--- config.mk ---
export PLATFORM = sky130hd
export DESIGN_NAME = pc_sequencer
export DESIGN_NICKNAME = d
export VERILOG_FILES = /design/src/rtl/pc_sequencer.sv
export SDC_FILE = /design/constraint.sdc
export NUM_CORES = 1
export LEC_CHECK = 0
export ABC_AREA = 1
export CAP_MARGIN = 20
export CORE_AREA = 5 5 62 105
export DETAILED_ROUTE_END_ITERATION = 10
export DIE_AREA = 0 0 67 110
export PLACE_DENSITY = 0.74
export SETUP_SLACK_MARGIN = 0.4
export SYNTH_ARGS = -nofsm -noshare
export SYNTH_HDL_FRONTEND = slang
export SYNTH_SLANG_ARGS = --single-unit
--- constraint.sdc ---
create_clock -name clk -period 1.4 [get_ports clk]
set_input_delay 0.42 -clock clk [delete_from_list [all_inputs] [get_ports clk]]
set_output_delay 0.42 -clock clk [all_outputs]
set_load 0.02 [all_outputs]
--- src/rtl/pc_sequencer.sv ---
// Fetch-stage PC/EPC owner: picks the next PC among sequential fetch, branch/jump
// redirects, SIIC exception entry and RTI return, and handles stall, flush and halt.
module pc_sequencer #(
  parameter logic [15:0] RESET_PC  = 16'h0000,
  parameter logic [15:0] EPC_RESET = 16'h0000
) (
  input  logic        clk,
  input  logic        rst_n,
  input  logic        stall,
  input  logic        br_taken,
  input  logic        jump_reg,
  input  logic        disp_sel,
  input  logic        siic,
  input  logic        rti,
  input  logic        halt,
  input  logic [15:0] target_in,
  output logic [15:0] pc,
  output logic [15:0] pc_plus2,
  output logic        ses_sel,
  output logic        jump,
  output logic        get02,
  output logic        get_epc,
  output logic [15:0] epc,
  output logic        flush,
  output logic        in_handler,
  output logic        halted,
  output logic [1:0]  dbg_state   // 0 = RUN, 1 = EXC, 2 = HALT
);

  typedef enum logic [1:0] {
    ST_RUN  = 2'd0,
    ST_EXC  = 2'd1,
    ST_HALT = 2'd2
  } state_t;

  state_t      r_state;
  logic [15:0] r_pc;
  logic [15:0] r_epc;
  logic        r_flush;
  logic        r_in_handler;
  logic        r_halted;

  // Requests are level signals held by the requester across stall; they are only
  // acted on in RUN with stall low, and only the highest-priority one wins.
  logic w_go;
  logic w_do_halt;
  logic w_do_exc;
  logic w_dbl_fault;
  logic w_do_rti;
  logic w_do_br;

  assign w_go        = rst_n && (r_state == ST_RUN) && !stall;
  assign w_do_halt   = w_go && halt;
  assign w_do_exc    = w_go && !halt && siic && !r_in_handler;
  assign w_dbl_fault = w_go && !halt && siic && r_in_handler;
  assign w_do_rti    = w_go && !halt && !siic && rti;
  assign w_do_br     = w_go && !halt && !siic && !rti && br_taken;

  assign pc_plus2   = r_pc + 16'd2;
  assign get02      = w_do_exc;
  assign get_epc    = w_do_rti;
  assign jump       = w_do_br && jump_reg;
  assign ses_sel    = w_do_br && disp_sel;

  assign pc         = r_pc;
  assign epc        = r_epc;
  assign flush      = r_flush;
  assign in_handler = r_in_handler;
  assign halted     = r_halted;
  assign dbg_state  = r_state;

  always_ff @(posedge clk or negedge rst_n) begin
    if (!rst_n) begin
      r_state      <= ST_RUN;
      r_pc         <= RESET_PC;
      r_epc        <= EPC_RESET;
      r_flush      <= 1'b0;
      r_in_handler <= 1'b0;
      r_halted     <= 1'b0;
    end else begin
      r_flush <= 1'b0;
      case (r_state)
        ST_RUN: begin
          if (w_do_halt || w_dbl_fault) begin
            r_state  <= ST_HALT;
            r_halted <= 1'b1;
          end else if (w_do_exc) begin
            r_epc        <= pc_plus2;
            r_pc         <= target_in;
            r_in_handler <= 1'b1;
            r_flush      <= 1'b1;
            r_state      <= ST_EXC;
          end else if (w_do_rti) begin
            r_pc         <= target_in;
            r_in_handler <= 1'b0;
            r_flush      <= 1'b1;
          end else if (w_do_br) begin
            r_pc    <= target_in;
            r_flush <= 1'b1;
          end else if (w_go) begin
            r_pc <= pc_plus2;
          end
        end
        // The bubble slot: flush was raised on entry, everything else waits.
        ST_EXC:  r_state <= ST_RUN;
        ST_HALT: r_state <= ST_HALT;
        default: r_state <= ST_RUN;
      endcase
    end
  end

endmodule

Word-level counts from Yosys, hierarchy flattened
Cells that the tools add are included.
Word-level totals
  input bits: 25
  bits in registers: 37
  logic and storage cells: 50
Operators by class
  bitwise logic cells: 1
  muxes and demuxes: 14
  equal/unequal tests: 2
  add/sub/neg operators: 1
  reduce and logical (&&, ||, !) cells: 26
Operators with widths (number)
  16-bit 2-to-1 mux: 4
  16-bit by 2-bit adder with 16-bit output (second input constant): 1
  1-bit logical AND: 13
  3-bit AND reduction: 3
  1-bit 2-to-1 mux: 7
  1-bit logical NOT: 5
  2-bit 2-to-1 mux: 2
  2-bit one-hot mux with 2 select lines: 1
  4-bit nonzero test: 1
  3-bit by 2-bit != test with 1-bit output (second input constant): 1
  2-bit equality test (second input constant): 1
  2-bit logical NOT: 1
  2-bit AND reduction: 1
  2-bit nonzero test: 1
  1-bit logical OR: 1
  1-bit inverter: 1

Longest topological paths before layout
  depth in word-level cells: 12
  gate-level depth with buffers: 10

Least setup slack after synthesis
No wires, ideal clock.
  path kind: reg2out
  start: register r_pc[1], in the netlist pc[1]
  end: output port pc_plus2[9]
  stages on the path, launching flop included: 7
  buffers on the path: 0
  arrival time: 1.362 ns
  path slack: -0.382 ns
  data required time: 0.980 ns
  cell sequence: dfrtp_1 ha_1 nand2_1 nor2_2 nand2_1 xor2_1 inv_1
On the way
  longest elaborated chain between the ends: 1
RTL lines
  start, declared: RTL line 37  | logic [15:0] r_pc;
  start signal, assigned: RTL line 89  | r_pc <= target_in;
  start signal, assigned: RTL line 94  | r_pc <= target_in;
  start signal, assigned: RTL line 98  | r_pc <= target_in;
  16-bit by 2-bit adder with 16-bit output: RTL line 59  | assign pc_plus2 = r_pc + 16'd2;
  end, declared: RTL line 18  | output logic [15:0] pc_plus2,
No other way between the ends.

Worst setup path in the final report
  start: register r_pc[5], in the netlist pc[5]
  end: output port pc_plus2[9]
The elaborated chain is that of the path after synthesis.

==> summary.txt <==
Status
  • Outcome: finished, violations left
  • Failing checks: setup timing

Pwr
  • Clock Power Share: 0.103
  • Switching Fraction: 0.437
  • Share of total power in sequential cells: 0.231
  • Maximum VDD drop: 1.07 mV
  • Logic pwr share: 0.666
  • Leak: 0.00234 uW
  • Switch Pwr: 3400 uW
  • PD cells: 1660 nW/um^2
  • Pint: 4390 uW

Clock tree
  • CTS max path bufs: 2
  • Num CTS Buffers: 5
  • Skew-Pair Late Insertion Delay: 0.31 ns
  • CTS sink cnt: 37
  • CTS root buf: clkbuf_8
  • CTS tree: built
  • Clk pin slew, worst setup/hold paths: 0.09 ns
  • H-tree depth: 2

STA
  • Setup Skew: 0.00893 ns
  • Minimum clock period after layout: 2.13 ns
  • Actual slew at the worst max-slew pin: 0.578 ns
  • Final Hold Viols: 0
  • Final Setup Violations: 72
  • Final period util: 1.52
  • Fmax: 471 MHz
  • RSZ-0062 raised after global routing: yes
  • Setup slack after layout: -0.725 ns
  • Max Slew Vio Count: 0
  • Slew headroom: 0.613

Global routing
  • Largest net degree at the start of global routing: 38
  • Congestion Overflow GR: 0
  • First-pass GRT wire length: 13.6 mm
  • Initial antenna violation count: 0
  • Tot GR Track Use: 0.248
  • Number of global-route vias before repair: 2856

Floorplan
  • Core Area: 5540 um^2
  • Die X: 67 um
  • Die Y: 110 um
  • Die ar.: 7370 um^2
  • Top Ports: 82
  • Number of cell rows: 36
  • Initial Util: 0.378

Critical path
  • CP Data Arrival Time: 1.71 ns
  • Critical path type: reg2out
  • CP Max Fanout: 5
  • Endpoint type of the worst setup path: output port
  • CP Data Required Time: 0.98 ns
  • Type of origin of the critical path: flip-flop
  • CP cell instances: nand2_1 > nor2_2 > nand2_2 > xor2_2 > inv_2 > buf_6
  • Slowest-stage cell, CP: dfrtp_2
  • CP peak stage delay: 0.41 ns
  • R2R setup slack: -0.51 ns

Yosys
  • Cells after Synth: 279
  • Avg Cell Area, Syn: 7.51 um^2
  • Top-area cell type share of the netlist area: 0.442
  • Total number of yosys warnings: 0
  • Post-synth ARST share: 1.00
  • Area leader, netlist: dfrtp_1
  • Top post-synthesis cells by area: dfrtp_1 (44%), nand2_1 (17%), nand3_1 (8.1%)
  • Seq cells post-synth: 37
  • Sequential area share after synthesis: 0.442
  • Synth Net Count: 305
  • Post-synth EDFFs: 0
  • Synth Flop Type: dfrtp_1
  • Netlist cell types: 28
  • Synthesized cell area: 2100 um^2

Final layout
  • Commonest non-fill, non-tap cell in the layout: buf_6
  • Most frequent cells in the layout: buf_6 (82), buf_4 (61), nand2_1 (59)
  • Number of diodes: 0
  • FILL cells: 269
  • Area growth syn-to-layout: 124%
  • Nets: 487
  • Area of the multi-input gates: 1550 um^2
  • Fin cells: 538
  • Sequential cell area: 945 um^2
  • Layout cell share with drive strength beyond 1: 0.667
  • Finished layout cell area: 4700 um^2

Place
  • PortBufs: 81
  • Placed Cells: 479
  • Area post-placement: 3490 um^2
  • GP Congestion: 0.825
  • Post-DP HPWL: 5.02 mm

Flow run
  • Number of max-cap violations: 0

Worst hold path
  • Worst min path class: in2async

Route
  • Initial DRT Pass Iterations: 4
  • Post-route ant nets: 0
  • WL per Instance: 21.1 um
  • # DRC: 0
  • Via count: 2883
  • Post-Route WL: 11.4 mm
  • DRT iter0 DRCs: 160
  • Drt via density: 5.36
final timing paths:
check,start,to,cells past startpoint
max,pc[5],pc_plus2[9],6
min,rst_n,halted,2
max reg2reg,pc[1],epc[12],13
min reg2reg,epc[3],epc[3],2
max in group asynchronous,rst_n,pc[3],2
min in group clk,epc[3],epc[3],2
sequential cells by signal, indices dropped and copies added (netlist names):
signal      cells
dbg_state       2
epc            16
flush           1
halted          1
in_handler      1
pc             16
metal layers:
| metal | track usage | vias to the layer above | part of all wire |
|---|---|---|---|
| li1 | - | 1233 | - |
| met1 | 0.256 | 1408 | 0.33 |
| met2 | 0.441 | 169 | 0.54 |
| met3 | 0.0456 | 73 | 0.062 |
| met4 | 0.170 | 0 | 0.070 |
| met5 | 0 | - | 0 |
layout make-up:
type	count	share of cell area
sequential	37	0.201
timing repair buffer	182	0.395
tap	76	0.0202
clock inverter	3	0.00373
multi-input combinational	194	0.329
inverter	41	0.0359
clock buffer	5	0.0146
Yosys cell counts, types with 2 or more instances:
master	number
nand2_1	97
xnor2_1	2
o21ai_0	14
nand3_4	2
dfrtp_1	37
inv_1	38
buf_2	5
xor2_1	5
a31oi_1	3
nor2_2	4
nand3_1	34
nor2_1	13
buf_6	2
nor2_4	5
nand4_1	5
what timing repair did:
action                                  4_1_cts  5_1_grt
gates resized for setup                     396       90
endpoints found under the setup margin       94       94
setup buffers                                25       19
gates cloned                                  4        3
pin swaps                                    22       40
hold buffers                                  0        0
metrics by stage:
| stage | total power [uW] | setup TNS [ns] | hold slack [ns] | util | setup slack, ns |
|---|---|---|---|---|---|
| after floorplan | 3450 | -2.78 | 0.124 | - | -0.186 |
| after global placement | 5400 | -40.18 | 0.460 | 0.630 | -1.12 |
| after detailed placement | 5460 | -41.35 | 0.465 | 0.630 | -1.16 |
| after CTS | 6890 | -14.37 | 0.214 | 0.747 | -0.596 |
| after global routing | 8120 | -24.60 | 0.238 | 0.848 | -0.783 |
| final | 7790 | -21.15 | 0.205 | 0.848 | -0.725 |
cells by family (layout without fill, tap and decap cells):
family	count (synthesis)	count (layout)	share of synthesized area
adder cells (fa/ha/maj)	1	1	0.00597
XOR/XNOR	7	7	0.0293
AO/OA/AOI/OAI	20	20	0.0573
AND/OR/NAND/NOR	164	166	0.363
buffers and inverters	50	231	0.103
flip-flops	37	37	0.442
worst max-delay path: cells and delay by family, from the launching register on:
family / cells / cell delay, ns
buffers and inverters: 2 / 0.19
and+or+nand+nor: 3 / 0.57
xor gates and xnor gates: 1 / 0.21
DFF: 1 / 0.41
power groups by stage:
| stage | Clock (uW) | Sequential (uW) | Combinational, uW |
|---|---|---|---|
| after CTS | 773 | 1730 | 4390 |
| after global routing | 841 | 1830 | 5450 |
| final | 799 | 1800 | 5190 |
| after global placement | 0 | 1690 | 3710 |
| after detailed placement | 0 | 1690 | 3760 |
| after floorplan | 0 | 2160 | 1290 |
Power figures use the tool's default switching activity.
